--- src/rtl/lc3b_types.sv ---
// rtl/lc3b_types.sv - shared types: cache line word and arbiter FSM state
package lc3b_types;

  typedef logic [127:0] lc3b_line;

  typedef enum logic [1:0] {
    IDLE  = 2'd0,
    OWN_I = 2'd1,
    OWN_D = 2'd2
  } arb_state_t;

  localparam logic [7:0] WAIT_CNT_MAX = 8'hFF;

  // Saturating increment so a starved ifetch count never wraps back to zero
  function automatic logic [7:0] sat_inc8(input logic [7:0] val);
    return (val == WAIT_CNT_MAX) ? val : val + 8'd1;
  endfunction

endpackage

--- src/rtl/mem_arbiter.sv ---
// rtl/mem_arbiter.sv - ifetch/data to shared memory arbiter; ARB_RR_EN selects round-robin ties
module mem_arbiter
  import lc3b_types::*;
#(
  parameter int MAX_WAIT = 8
) (
  input  logic           clk,
  input  logic           rst_n,
  input  logic [11:0]    if_adr,
  input  logic           if_stb,
  input  logic           if_cyc,
  output logic           if_ack,
  output lc3b_line       if_dat_s,
  input  logic [11:0]    d_adr,
  input  lc3b_line       d_dat_m,
  input  logic [15:0]    d_sel,
  input  logic           d_we,
  input  logic           d_stb,
  input  logic           d_cyc,
  output logic           d_ack,
  output lc3b_line       d_dat_s,
  output logic [11:0]    m_adr,
  output lc3b_line       m_dat_m,
  output logic [15:0]    m_sel,
  output logic           m_we,
  output logic           m_stb,
  output logic           m_cyc,
  input  logic           m_ack,
  input  lc3b_line       m_dat_s,
  output logic [1:0]     grant
);

  localparam logic [7:0] LP_MAX_WAIT = 8'(MAX_WAIT);

  arb_state_t r_state;
  arb_state_t w_next_state;
  logic [7:0] r_wait_cnt;
  logic       r_last_d;
  logic       w_if_req;
  logic       w_d_req;
  logic       w_pick_d;
  logic       w_pick_i;

  assign w_if_req = if_stb & if_cyc;
  assign w_d_req  = d_stb & d_cyc;

`ifdef ARB_RR_EN
  // Tie goes to whoever was not granted last; the starvation counter is ignored
  assign w_pick_d = w_d_req & (~w_if_req | ~r_last_d);
`else
  // Data wins ties unless ifetch has been passed over MAX_WAIT times
  assign w_pick_d = w_d_req & ~(w_if_req & (r_wait_cnt >= LP_MAX_WAIT));
`endif
  assign w_pick_i = w_if_req & ~w_pick_d;

  // State, starvation counter and last-granted flag
  always_ff @(posedge clk or negedge rst_n) begin
    if (!rst_n) begin
      r_state    <= IDLE;
      r_wait_cnt <= 8'd0;
      r_last_d   <= 1'b0;
    end else begin
      r_state <= w_next_state;
      if (r_state == IDLE) begin
        if (w_pick_d) begin
          r_last_d <= 1'b1;
          if (w_if_req) r_wait_cnt <= sat_inc8(r_wait_cnt);
        end else if (w_pick_i) begin
          r_last_d   <= 1'b0;
          r_wait_cnt <= 8'd0;
        end
      end
    end
  end

  // Next state: owner is released on ack or when it withdraws its request
  always_comb begin
    w_next_state = r_state;
    case (r_state)
      IDLE: begin
        if (w_pick_d)      w_next_state = OWN_D;
        else if (w_pick_i) w_next_state = OWN_I;
      end
      OWN_I: if (m_ack || !w_if_req) w_next_state = IDLE;
      OWN_D: if (m_ack || !w_d_req)  w_next_state = IDLE;
      default: w_next_state = IDLE;
    endcase
  end

  assign if_dat_s = m_dat_s;
  assign d_dat_s  = m_dat_s;

  // Route the owning master onto the shared port and steer ack back to it
  always_comb begin
    m_adr   = 12'd0;
    m_dat_m = '0;
    m_sel   = 16'd0;
    m_we    = 1'b0;
    m_stb   = 1'b0;
    m_cyc   = 1'b0;
    if_ack  = 1'b0;
    d_ack   = 1'b0;
    grant   = 2'b00;
    case (r_state)
      OWN_I: begin
        m_adr  = if_adr;
        m_sel  = 16'hFFFF;
        m_stb  = if_stb;
        m_cyc  = if_cyc;
        if_ack = m_ack;
        grant  = 2'b01;
      end
      OWN_D: begin
        m_adr   = d_adr;
        m_dat_m = d_dat_m;
        m_sel   = d_sel;
        m_we    = d_we;
        m_stb   = d_stb;
        m_cyc   = d_cyc;
        d_ack   = m_ack;
        grant   = 2'b10;
      end
      default: ;
    endcase
  end

endmodule

--- config.mk ---
export PLATFORM = sky130hd
export DESIGN_NAME = mem_arbiter
export DESIGN_NICKNAME = d
export VERILOG_FILES = /design/src/rtl/lc3b_types.sv /design/src/rtl/mem_arbiter.sv
export SDC_FILE = /design/constraint.sdc
export NUM_CORES = 1
export LEC_CHECK = 0
export CORE_AREA = 2 2 285 287
export DETAILED_ROUTE_END_ITERATION = 16
export DIE_AREA = 0 0 287 289
export PLACE_DENSITY_LB_ADDON = 0.1
export SYNTH_ARGS = -nofsm -noshare
export SYNTH_HDL_FRONTEND = slang
export SYNTH_SLANG_ARGS = --single-unit
--- constraint.sdc ---
create_clock -name clk -period 3.1 [get_ports clk]
set_clock_uncertainty 0.05 [all_clocks]
set_input_delay 0.31 -clock clk [delete_from_list [all_inputs] [get_ports clk]]
set_output_delay 0.31 -clock clk [all_outputs]
set_load 0.02 [all_outputs]
# ---- After elaboration in Yosys (flattened, before gate mapping)
# Cells that the tools add are included.
dict set report totals {
  elab_cells 45
  output_inout_bits 419
  reg_bits 10
  input_bits 304
}
dict set report op_classes {
  n_eq_ne 8
  mux 18
  n_bitwise 7
  n_reduce_logical 8
  n_lt_le_gt_ge 1
  addsub 1
}
# operator count
set ops {}
lappend ops {{two-way mux 128 bit} 1}
lappend ops {{two-way mux 8 bit} 4}
lappend ops {{one-hot mux 16 bit (2 select lines)} 1}
lappend ops {{one-hot mux 12 bit (2 select lines)} 1}
lappend ops {{adder 8 x 1 -> 8 bit (second input constant)} 1}
lappend ops {{== test 8 bit (second input constant)} 1}
lappend ops {{>= comparator 8 x 4 -> 1 bit (second input constant)} 1}
lappend ops {{two-way mux 2 bit} 4}
lappend ops {{inequality test 2 bit (second input constant)} 4}
lappend ops {{one-hot mux 2 bit (3 select lines)} 1}
lappend ops {{bitwise AND 1 bit} 5}
lappend ops {{one-hot mux 1 bit (2 select lines)} 2}
lappend ops {{one-hot mux 2 bit (2 select lines)} 1}
lappend ops {{AND reduction 4 bit} 1}
lappend ops {{two-way mux 1 bit} 3}
lappend ops {{inequality test 3 bit (second input constant)} 1}
lappend ops {{AND reduction 3 bit} 1}
lappend ops {{== test 2 x 1 -> 1 bit (second input constant)} 1}
lappend ops {{== test 2 bit (second input constant)} 1}
lappend ops {{zero test 1 bit} 2}
lappend ops {{zero test 2 bit} 1}
lappend ops {{logical OR 1 bit} 2}
lappend ops {{NOT 1 bit} 2}
lappend ops {{nonzero test 2 bit} 1}

# ---- Longest topological paths before layout
# Gate-level depths: netlist (run 1).
dict set report depth {
  ltp_word 9
  depth_mapped 7
  mapped_depth_nobuf 6
}

# ---- Worst setup path before layout (run 1)
# Ideal clock, no wire load.
dict set report synth_timing {
  path_kind {register -> output}
  start {register r_state[1]}
  end {output m_adr[0]}
  slack_ps 1175
  stages_incl_launch_ff 6
  t_arrival_ps 1565
  required_time_ps 2740
  n_path_buf 1
  path_cell_list {dfrtp_1 -> inv_1 -> ha_1 -> clkbuf_1 -> a22oi_1 -> nor2b_1}
}
dict set report synth_via {
  elab_chain_len 2
}
# item line_no
set synth_rtl {}
lappend synth_rtl {{start: declaration} mem_arbiter.sv:35} ;# arb_state_t r_state;
lappend synth_rtl {{start signal: assignment} mem_arbiter.sv:63} ;# r_state <= w_next_state;
lappend synth_rtl {{== test 2 bit or == test 2 x 1 -> 1 bit (tied branches)} mem_arbiter.sv:104} ;# case (r_state)
lappend synth_rtl {{one-hot mux 12 bit (2 select lines) (*)} mem_arbiter.sv:104}
lappend synth_rtl {{end: declaration} mem_arbiter.sv:22} ;# output logic [11:0] m_adr,
# Every way passes the cells marked *; elsewhere a longest branch is shown, timed or not.

# ---- Worst setup path in the final report (run 1)
dict set report layout_timing {
  start {register r_state[0]}
  end {output m_dat_m[81]}
}
dict set report layout_via {
  elab_chain_len 2
}
# item line_no
set layout_rtl {}
lappend layout_rtl {{== test 2 bit} mem_arbiter.sv:104}
lappend layout_rtl {{two-way mux 128 bit} mem_arbiter.sv:104}
lappend layout_rtl {{end: declaration} mem_arbiter.sv:23} ;# output lc3b_line m_dat_m,
# No other way between the ends.

==> results.yml, run 1 <==
drt:
  wl_per_cell_um: 15.2
  routed.top_layer: "met5"
  vias: 3555
  viasPerCell: 2.14
  remaining_drc_errors: 0
  wl_met3_um: 4530
  first_iter_violations: 73
  route.met2.wl_um: 12000
  m1WireLength_um: 8070
  routed_wl_um: 25300
  first_pass_iters: 4
  ant_nets: 0
clock_tree:
  worst_skew_pair.late_latency_ns: 0.24
  clockBufferDepth: 2
  cts_buffers: 3
  ctsRootBufferMaster: "clkbuf_16"
  post_cts_resized: 0
  clkSinkCount: 10
  tritoncts: "done"
  clk_pin_slew_ns: 0.04
  htree_levels: 1
  post_cts_buffers: 0
  cts_hold_buf: 0
timing:
  fin_setup_tns_ns: 0
  finalCriticalPeriod_ns: 2.70
  post-route-period-util_pct: 87.2
  setup_ws_ns: 0.395
  grt_setup_unrepaired: "false"
  worstMarginPinSlew_ns: 0.559
  hold_violations: 0
  fmax_mhz: 370
  setup-violations-final: 0
  maxSlewViolCount: 0
  maxSlewHeadroom_pct: 62.6
grt:
  grt_util_all_layers_pct: 5.65
  grt_pass1_wl_um: 32700
  antenna_found_initial: 18
  grt_max_degree: 63
  grt-ovfl-total: 0
  grt_pass1_vias: 3911
synthesis:
  syn_area_um2: 3760
  seq_area_frac_synth_pct: 6.66
  synthesis.nets: 836
  yosysWarnings: 0
  yosysUniqueCellTypes: 25
  syn_avg_cell_area_um2: 7.15
  synth-seq-cells: 10
  synthCells: 526
critical_path:
  reg2reg_to: "r_state[0]"
  critPathMaxFanout: 62
  crit_path_end_kind: "primary output"
  worstSetupPathType: "reg -> out"
  reg2reg_depth: 7
  r2r-start: "r_state[1]"
  cp.required_ns: 2.74
  crit_path_start_kind: "register"
  critPathArrivalTime_ns: 2.34
  reg2reg_slack_ns: 1.22
layout:
  final_common_cell: "clkdlybuf4s50_1"
  final_cell_count_no_fill: 1661
  syn2layout_area_growth_pct: 77.4
  finish.utilization_pct: 8.35
  drive_above_1_share_pct: 3.17
  final_cell_mix: "clkdlybuf4s50_1 (338), and2_1 (132), nor2b_1 (30), a21oi_1 (18), a22oi_1 (14)"
  nets: 910
hold_path:
  worstHoldPathType: "in -> async"
placement:
  placed_cells: 1655
  dp.final_hpwl_um: 22600
  gp_congestion: 0.693
  io_buffers: 338
  dpl_worst_slack_ns: 0.488
power_and_ir_drop:
  irDropWorstVdd_uv: 114
  power.density_nw_per_um2: 441
  p_leak_uw: 0.00209
floorplanning:
  num_io_pins: 723
  num_rows: 104
  fp.dieH_um: 289
  start_util_pct: 4.71
  dieArea_um2: 82900
  core_um2: 79900
  fp.dieW_um: 287
run:
  maxCapViolations: 0
outcome:
  status: "completed"
-- worst max-delay path: stages (launching register included) --
cell             delay, ns
dfrtp_1               0.37
inv_1                 0.16
ha_4                  0.33
buf_12                0.25
and2_1                0.27
clkdlybuf4s50_1       0.70
-- layout make-up --
type | instances | area, um^2
Multi-Input combinational cell | 232 | 1500
Timing Repair Buffer | 349 | 3490
Antenna cell | 2 | 5.00
Sequential cell | 10 | 250
Fill cell | 9435 | 73200
Tap cell | 1060 | 1330
Inverter | 4 | 15.0
Clock buffer | 4 | 88.8
-- report_power, final --
| group | total (uW) | leakage, uW | internal [uW] | switching, uW |
|---|---|---|---|---|
| Clock | 261 | 0.0000442 | 195 | 66.8 |
| Combinational | 2510 | 0.00190 | 1220 | 1290 |
| Sequential | 166 | 0.000137 | 149 | 16.5 |
| Total | 2940 | 0.00209 | 1560 | 1380 |
-- cells in the mapped netlist (all sizes together) --
cell     instances  share of area (%)
nor4             1               0.17
a22oi           14                2.8
and3             2               0.33
and2           132                 22
nor2             6               0.60
ha               6                2.0
nand4b           1               0.23
clkbuf          24                2.4
inv              4               0.40
o21ai            4               0.53
dfrtp           10                6.7
nand3            6               0.80
or4              1               0.30
o2111ai          1               0.23
o22a             1               0.27
or4b             1               0.27
a41oi            1               0.23
mux2i            1               0.27
nor3             1               0.43
nor2b           30                5.0
nand2            3               0.30
a21oi           18                2.4
buf            256                 51
a31oi            2               0.33
-- per-stage QoR --
| step | area [um^2] | hold WS [ns] | total power, uW |
|---|---|---|---|
| after floorplan | 3760 | -0.0356 | 1820 |
| after detailed placement | 6580 | 0.431 | 2780 |
| final | 6670 | 0.384 | 2940 |
| after global routing | 6670 | 0.421 | 3170 |
| after CTS | 6670 | 0.404 | 3060 |
| after global placement | 6580 | 0.434 | 2800 |
-- sequential cells by signal (all words and copies together) (netlist names) --
signal      flops
r_wait_cnt      8
r_state         2
-- how the worst max path moves through the flow --
| stage | start | end |
|---|---|---|
| CTS | r_state[0] | m_dat_m[80] |
| global route | r_state[0] | m_dat_m[80] |
| global placement | r_state[0] | m_dat_m[80] |
| floorplan | r_state[1] | m_adr[0] |
| finish | r_state[0] | m_dat_m[81] |
| detailed placement | r_state[0] | m_dat_m[80] |
-- cells by family (layout without fill, tap and decap cells) --
group                      count (synthesis)  after routing  share of synthesized area (%)
AOI/OAI and AO/OA                         41             41                           6.79
adders and majority gates                  6              6                           2.00
buffers and inverters                    284            357                           53.9
DFF                                       10             10                           6.66
muxes                                      1              1                          0.266
other                                      0              2                              0
and+or+nand+nor                          184            184                           30.4
-- per-layer routing --
metal	global-route usage, %	vias to the layer above
met3	4.22	69
met1	5.35	1512
met5	0	-
li1	-	1528
met4	1.37	16
met2	9.70	430
Power figures use the tool's default switching activity.
==> run 2: changes to the inputs <==
==> constraint.sdc (replaced) <==
create_clock -name clk -period 3.1 [get_ports clk]
set_clock_uncertainty 0.05 [all_clocks]
set_input_delay 0.465 -clock clk [delete_from_list [all_inputs] [get_ports clk]]
set_output_delay 0.465 -clock clk [all_outputs]
set_load 0.02 [all_outputs]
==> results.yml, run 2 (synthesis gave the netlist of run 1 again) <==
placement:
  placed_cells: 1652
  io_buffers: 338
  dp.final_hpwl_um: 22700
  gp_congestion: 0.690
  dpl_worst_slack_ns: 0.394
clock_tree:
  clkSinkCount: 10
  clockBufferDepth: 2
  post_cts_resized: 0
  tritoncts: "done"
  clk_pin_slew_ns: 0.04
  ctsRootBufferMaster: "clkbuf_16"
  cts_hold_buf: 0
  cts_buffers: 3
  worst_skew_pair.late_latency_ns: 0.24
  htree_levels: 1
  post_cts_buffers: 0
timing:
  worstMarginPinSlew_ns: 0.524
  fmax_mhz: 347
  setup-violations-final: 0
  fin_setup_tns_ns: 0
  finalCriticalPeriod_ns: 2.88
  whs_ns: 0.440
  setup_ws_ns: 0.222
  hold_violations: 0
  maxSlewViolCount: 0
  maxSlewHeadroom_pct: 65.0
  post-route-period-util_pct: 92.8
  grt_setup_unrepaired: "false"
grt:
  grt-ovfl-total: 0
  grt_max_degree: 78
  grt_util_all_layers_pct: 5.53
  grt_pass1_vias: 3892
  antenna_found_initial: 17
  grt_pass1_wl_um: 32100
layout:
  final_cell_mix: "clkdlybuf4s50_1 (337), and2_1 (132), nor2b_1 (30), a21oi_1 (18), a22oi_1 (14)"
  syn2layout_area_growth_pct: 77.2
  drive_above_1_share_pct: 2.85
  multiInputGateArea_um2: 1500
  fillers: 9412
  final_common_cell: "clkdlybuf4s50_1"
  final_cell_count_no_fill: 1660
  nets: 907
  largest_reg_flops: 8
  biggestRegsByFlops: "r_wait_cnt (8), r_state (2)"
  regArea_um2: 250
  top_register: "r_wait_cnt"
drt:
  first_pass_iters: 4
  viasPerCell: 2.14
  wl_per_cell_um: 15.2
  routed_wl_um: 25200
  vias: 3551
  first_iter_violations: 61
  remaining_drc_errors: 0
  ant_nets: 0
critical_path:
  critPathArrivalTime_ns: 2.36
  cp.required_ns: 2.58
  critPathMaxFanout: 21
  crit_path_start_kind: "register"
  crit_path_end_kind: "primary output"
  worstSetupPathType: "reg -> out"
floorplanning:
  fp.dieW_um: 287
  fp.dieH_um: 289
  num_io_pins: 723
  num_rows: 104
  core_um2: 79900
  dieArea_um2: 82900
  start_util_pct: 4.71
hold_path:
  worstHoldPathType: "reg -> reg"
power_and_ir_drop:
  fin_total_pwr_uw: 2930
  seqPwrFrac_pct: 5.6
  comb_power_share_pct: 85.4
  clock_power_share_pct: 8.9
  p_int_uw: 1550
  irDropWorstVdd_uv: 161
  switching_share_pct: 47.2
  p_leak_uw: 0.00207
  power.switching_uw: 1380
  power.density_nw_per_um2: 440
outcome:
  status: "completed"
run:
  maxCapViolations: 0
## run 2: cell types whose count changed in the layout (fill, tap and decap cells not counted), sizes merged
cell	change
buf	-2
diode	+2
clkdlybuf4s50	-1
## run 2: stage by stage
stage / utilization [%] / area (um^2)
2_1_floorplan: - / 3760
3_3_place_gp: 8.22 / 6570
3_5_place_dp: 8.22 / 6570
4_1_cts: 8.33 / 6650
5_1_grt: 8.33 / 6650
6_report: 8.34 / 6660
## run 2: final cells by class
class                   instances  share of cell area (%)
diodes                          4                   0.150
flip-flops and latches         10                    3.76
multi-input cells             232                    22.4
clock buffers                   4                    1.33
repair buffers                346                    52.2
well taps                    1060                    19.9
inverters                       4                   0.225
## run 2: path summary, 6_finish.rpt
| check | start | end | depth (start not counted) | slack (ns) |
|---|---|---|---|---|
| min in group asynchronous | rst_n | r_wait_cnt[7] | 1 | 0.52 |
| worst max register to register | r_state[0] | r_state[1] | 8 | 1.05 |
| worst min register to register | r_wait_cnt[7] | r_wait_cnt[7] | 1 | 0.44 |
| max in group asynchronous | rst_n | r_state[0] | 1 | 2.13 |
| worst min-delay path | r_wait_cnt[7] | r_wait_cnt[7] | 1 | 0.44 |
| worst max-delay path | r_state[0] | m_adr[4] | 7 | 0.22 |
## run 2: per-layer routing
layer | routed length, um | up-vias | track usage, %
met5 | 154 | - | 0
met4 | 739 | 24 | 1.58
met3 | 4620 | 80 | 4.54
met2 | 11900 | 407 | 9.51
met1 | 7760 | 1515 | 4.90
li1 | - | 1525 | -
## run 2: critical path, cell delays in order (launching register included)
cell and delay [ns]:
dfrtp_1 0.37, inv_1 0.16, ha_4 0.27, buf_4 0.29, buf_4 0.20, a22oi_1 0.07, nor2b_1 0.12, clkdlybuf4s50_1 0.63
## run 2: power by group through the flow
stage	clock, uW	combinational [uW]	sequential, uW
after floorplan	0	1660	162
final	262	2500	165
after detailed placement	0	2600	168
after global placement	0	2630	167
after CTS	270	2610	166
after global routing	278	2710	169
==> run 3: changes to the inputs <==
--- a/config.mk
+++ b/config.mk
@@ -9,6 +9,7 @@
 export DETAILED_ROUTE_END_ITERATION = 16
 export DIE_AREA = 0 0 287 289
 export PLACE_DENSITY_LB_ADDON = 0.1
+export SLEW_MARGIN = 20
 export SYNTH_ARGS = -nofsm -noshare
 export SYNTH_HDL_FRONTEND = slang
 export SYNTH_SLANG_ARGS = --single-unit
==> results of run 3 <==
Final layout, timing and power as in run 2 (identical DEF).
==> variant 1, RTL diff (settings of run 2) <==
The 3 states of `arb_state_t` get a one-hot encoding in 3 bits.
--- a/src/rtl/lc3b_types.sv
+++ b/src/rtl/lc3b_types.sv
@@ -3,10 +3,10 @@
 
   typedef logic [127:0] lc3b_line;
 
-  typedef enum logic [1:0] {
-    IDLE  = 2'd0,
-    OWN_I = 2'd1,
-    OWN_D = 2'd2
+  typedef enum logic [2:0] {
+    IDLE  = 3'b001,
+    OWN_I = 3'b010,
+    OWN_D = 3'b100
   } arb_state_t;
 
   localparam logic [7:0] WAIT_CNT_MAX = 8'hFF;
Check against the original RTL: same outputs for any inputs over 4 cycles, from zero or initial values and one cycle with rst_n low; so few cycles prove little.
==> variant 1 against run 2 <==
Register-to-register slack gained 0.42 ns; wire length shrank 23%; setup slack better by 0.031 ns; synthesized area shrank 2.6%; final area is 2.5% lower; sequential cell count grew 1; utilization shrank 0.21 points; critical endpoint is now m_adr[8].
Power is not compared: it rests on default switching activity, and its combinational part moved more than twofold at a synthesized area within 25%.
==> variant 1: results (changes against run 2) <==
Routing:
- The number of vias per cell after detailed routing is 2.010 (-6.0%).
- The detailed-route wire length per cell is 12.02 um (-21%).
- The length of the first detailed-routing pass in iterations is 3 (-1).
- The DRC marker count from the first detailed-route iteration is 51 (-16%).

Worst setup path:
- The depth of the worst register-to-register path is 4 (-4).
- The register-to-register path setup slack is 1.47 ns (+0.42 ns).
- The biggest fanout along the worst timing path is 76 (+260%).
- The critical path starts at r_state[2]$_DFFE_PN0P_.
- The startpoint identified for the worst register-to-register timing path is r_state[0]$_DFFE_PN1P_.
- The endpoint identified for the worst register-to-register timing path is r_wait_cnt[3]$_DFFE_PN0P_.

Synth:
- The sequential-to-total area share from yosys stat is 7.550% (+0.89 points).
- The unique cell type count in the Yosys netlist is 29 (+16%).
- The commonest cells after synthesis are sky130_fd_sc_hd__buf_4 (257), sky130_fd_sc_hd__and2_1 (133), sky130_fd_sc_hd__a21o_1 (17).
- By area the synthesized netlist is led by sky130_fd_sc_hd__buf_4 (53%), sky130_fd_sc_hd__and2_1 (23%), sky130_fd_sc_hd__dfrtp_1 (6.8%), sky130_fd_sc_hd__a21o_1 (3.5%), sky130_fd_sc_hd__a22o_1 (3.3%).
- The total nets after synthesis is 798 (-4.5%).

STA:
- The relative slew slack is 63.27% (-1.7 points).
- The worst-case hold slack came to 0.4305 ns (-0.009606 ns).

Min path:
- The end of the worst hold path is r_wait_cnt[6]$_DFFE_PN0P_.
- The start point of the worst hold path is r_wait_cnt[6]$_DFFE_PN0P_.

Finish:
- The antenna diode count is 0 (-4).
- The fraction of final layout cells with drive strength greater than 1 is 2.487% (-0.37 points).
- The largest registers in the layout are r_wait_cnt (8), r_state (3).
- The number of nets in the final layout came to 870 (-4.1%).
- The filler cell count in the final layout is 9,394 (-0.19%).

Global route:
- The via count of the first global-routing pass is 3,688 (-5.2%).
- The first-pass GRT wire length is 25,700 um (-20%).
- The initial antenna violation count is 6 (-11).

Placed design:
- The detailed-placement wirelength estimate is 16,800 um (-26%).
- The final weighted congestion of routability-driven global placement is 0.6303 (-8.6%).

Outcome:
- The run finished with clean final reports.
[variant 1: cell count changes in the layout (fill, tap and decap cells not counted), moves of 4 or more]
cell                      delta
sky130_fd_sc_hd__diode_2     -4
sky130_fd_sc_hd__a21o_1     +17
sky130_fd_sc_hd__nor2b_1    -30
sky130_fd_sc_hd__a22oi_1    -14
sky130_fd_sc_hd__a22o_1     +14
sky130_fd_sc_hd__a21oi_1    -17
[variant 1: metrics by stage]
| step | total power (W) | setup slack [ns] | cells | cell area [sq um] |
|---|---|---|---|---|
| finish | 0.001002 | 0.2533 | 1623 | 6500 |
| global route | 0.001071 | 0.07598 | 1623 | 6500 |
| CTS | 0.001034 | 0.1483 | 1623 | 6500 |
| detailed placement | 0.0007863 | 0.4057 | 1619 | 6421 |
| global placement | 0.0007937 | 0.4091 | 1619 | 6421 |
| floorplan | 0.0008496 | 1.292 | 492 | 3662 |
[variant 1: final cells by class]
cell class | count | area [sq um] | share of cell area (%)
tap | 1060 | 1326 | 20.40
timing repair buffer | 344 | 3466 | 53.32
clock buffer | 4 | 78.83 | 1.213
sequential | 11 | 276.5 | 4.254
inverter | 5 | 18.77 | 0.2887
multi-input combinational | 199 | 1334 | 20.52
[variant 1: metal layers]
| layer | up-vias | track usage (%) | share of wire (%) |
|---|---|---|---|
| met5 | - | 0 | 0.13 |
| met4 | 4 | 3.516 | 8.3 |
| met3 | 114 | 2.551 | 17 |
| met2 | 399 | 7.289 | 45 |
| met1 | 1331 | 3.486 | 29 |
| li1 | 1415 | - | - |
[variant 1: kinds of logic after synthesis]
group                    Yosys count  synth area share, %
AO/OA/AOI/OAI                     41                8.746
adder cells (fa/ha/maj)            2               0.6832
buffers and inverters            282                56.20
flip-flops                        11                7.551
AND/OR/NAND/NOR                  156                26.82
==> variant 2, RTL diff (settings of run 2) <==
Without the edit above. Add a define of `ARB_RR_EN`.
--- a/src/rtl/mem_arbiter.sv
+++ b/src/rtl/mem_arbiter.sv
@@ -1,4 +1,6 @@
 // rtl/mem_arbiter.sv - ifetch/data to shared memory arbiter; ARB_RR_EN selects round-robin ties
+`define ARB_RR_EN
+
 module mem_arbiter
   import lc3b_types::*;
 #(
Formal check against the unedited RTL: not equivalent (Yosys sat finds a counterexample within 4 cycles, from zero or initial values and one cycle with rst_n low).
==> variant 2 against run 2 <==
Power grew 13%; critical endpoint is now m_dat_m[116]; final cell count shrank 2.3%; clock power shrank 21%; count of clock-buffer cells in the layout is the same; via count shrank 11%; wire length shrank 20%; synthesized area shrank 8.4%; largest cell class unchanged; sequential cell count shrank 7; final area shrank 5.3%; setup slack gained 0.14 ns; largest power group unchanged; non-clock buffer count shrank 3; critical path type unchanged.
==> variant 2: results (changes against run 2) <==
Synth:
- The unique cell type count in the Yosys netlist is 22 (-12%).
- Yosys attributes the largest share of cell area to sky130_fd_sc_hd__buf_4 (56%), sky130_fd_sc_hd__and2_1 (24%), sky130_fd_sc_hd__nor2b_1 (5.4%), sky130_fd_sc_hd__a22oi_1 (3.1%), sky130_fd_sc_hd__a21oi_1 (2.3%).
- The sequential-to-total area share from yosys stat was 2.179% (-4.5 points).
- By count the netlist is led by sky130_fd_sc_hd__buf_4 (256), sky130_fd_sc_hd__and2_1 (131), sky130_fd_sc_hd__nor2b_1 (30).
- The post-synthesis cell count is 493 (-6.3%).
- The total nets after synthesis is 801 (-4.2%).

Clocking:
- The clock insertion delay at the later pin of the skew report is 0.22 ns (-0.02 ns).

Finish:
- The filler cell count in the final layout was 9,423 (+0.12%).
- In the final layout, the registers with the most flip-flops are r_state (2), r_last_d (1).
- The number of nets in the final layout is 869 (-4.2%).
- The fraction of final layout cells with drive strength greater than 1 is 2.143% (-0.71 points).

Placed design:
- The detailed-placement wirelength estimate is 17,240 um (-24%).
- The final weighted congestion of routability-driven global placement is 0.6375 (-7.6%).
- The cell area reported after detailed placement is 6231 sq um (-5.1%).

Min path:
- The class of the tightest hold or removal check is primary input to async pin.

Global route:
- The via count of the first global-routing pass was 3,381 (-13%).
- The total routing usage reported by global routing is 4.315% (-1.2 points).
- The first-pass GRT wire length came to 25,550 um (-20%).
- The initial antenna violation count is 4 (-13).
- The pin count of the biggest net entering global routing is 97 (+24%).

Worst setup path:
- The register-to-register path setup slack is 1.15 ns (+0.10 ns).
- The data arrival time at the worst-slack endpoint came to 2.23 ns (-0.13 ns).
- The end point of the critical path is m_dat_m[116].
- The biggest fanout along the worst timing path was 96 (+360%).
- The depth of the worst register-to-register path is 6 (-2).
- The worst register-to-register path begins at r_state[1]$_DFFE_PN0P_.

STA:
- The relative slew slack is 68.62% (+3.7 points).
- The maximum clock rate is 364.7 MHz (+5.0%).

Pwr:
- The power share of the clock group is 6.3% (-2.6 points).
- The largest voltage drop on the vdd net is 0.0001881 V (+17%).
- The power consumed by sequential cells is 0.0000738 W (-55%).
- The leakage dissipation is 1.896 nW (-8.6%).
- The clock network power is 0.000207 W (-21%).

Routing:
- The detailed-route wire length is 20,100 um (-20%).
- The DRC marker count from the first detailed-route iteration is 60 (-1.6%).

Outcome:
- The flow ran to the end, and the final reports show no timing, DRC or antenna violations.
variant 2: worst min path at each step:
stage	end	slack (ns)	cells after the start
after global routing	r_state[0]$_DFFE_PN0P_	0.43	1
after detailed placement	r_last_d$_DFFE_PN0P_	0.49	1
after global placement	r_last_d$_DFFE_PN0P_	0.48	1
after CTS	r_state[0]$_DFFE_PN0P_	0.42	1
final	r_state[0]$_DFFE_PN0P_	0.40	1
after floorplan	r_last_d$_DFFE_PN0P_	0.12	0
variant 2: critical path, stage by stage (launching register included):
cell	delay, ns
sky130_fd_sc_hd__dfrtp_1	0.37
sky130_fd_sc_hd__inv_1	0.18
sky130_fd_sc_hd__ha_4	0.20
sky130_fd_sc_hd__buf_12	0.23
sky130_fd_sc_hd__and2_1	0.23
sky130_fd_sc_hd__clkdlybuf4s50_1	0.64
variant 2: cells by family (layout without fill, tap and decap cells):
group           after synthesis  count (layout)  synth area share, %
buf+inv                     282             349                58.88
simple gates                168             168                30.55
compound gates               35              35                6.611
fa+ha+maj                     4               4                1.453
flops                         3               3                2.179
mux                           1               1               0.3269
other cells                   0               1                    0
variant 2: layer usage:
metal | GRT usage (%) | vias up | wire length, um
met4 | 2.734 | 2 | 1156
met1 | 3.497 | 1341 | 5590
met5 | 0 | - | 13
met3 | 2.118 | 97 | 2562
li1 | - | 1395 | -
met2 | 8.223 | 330 | 10770
variant 2: area by class of cell:
class | count | area, sq um | share of cell area (%)
Antenna cell | 1 | 2.502 | 0.03964
Inverter | 2 | 7.507 | 0.1189
Multi-Input combinational cell | 208 | 1354 | 21.45
Clock buffer | 4 | 78.83 | 1.249
Tap cell | 1060 | 1326 | 21.01
Sequential cell | 3 | 75.07 | 1.189
Timing Repair Buffer | 343 | 3468 | 54.95
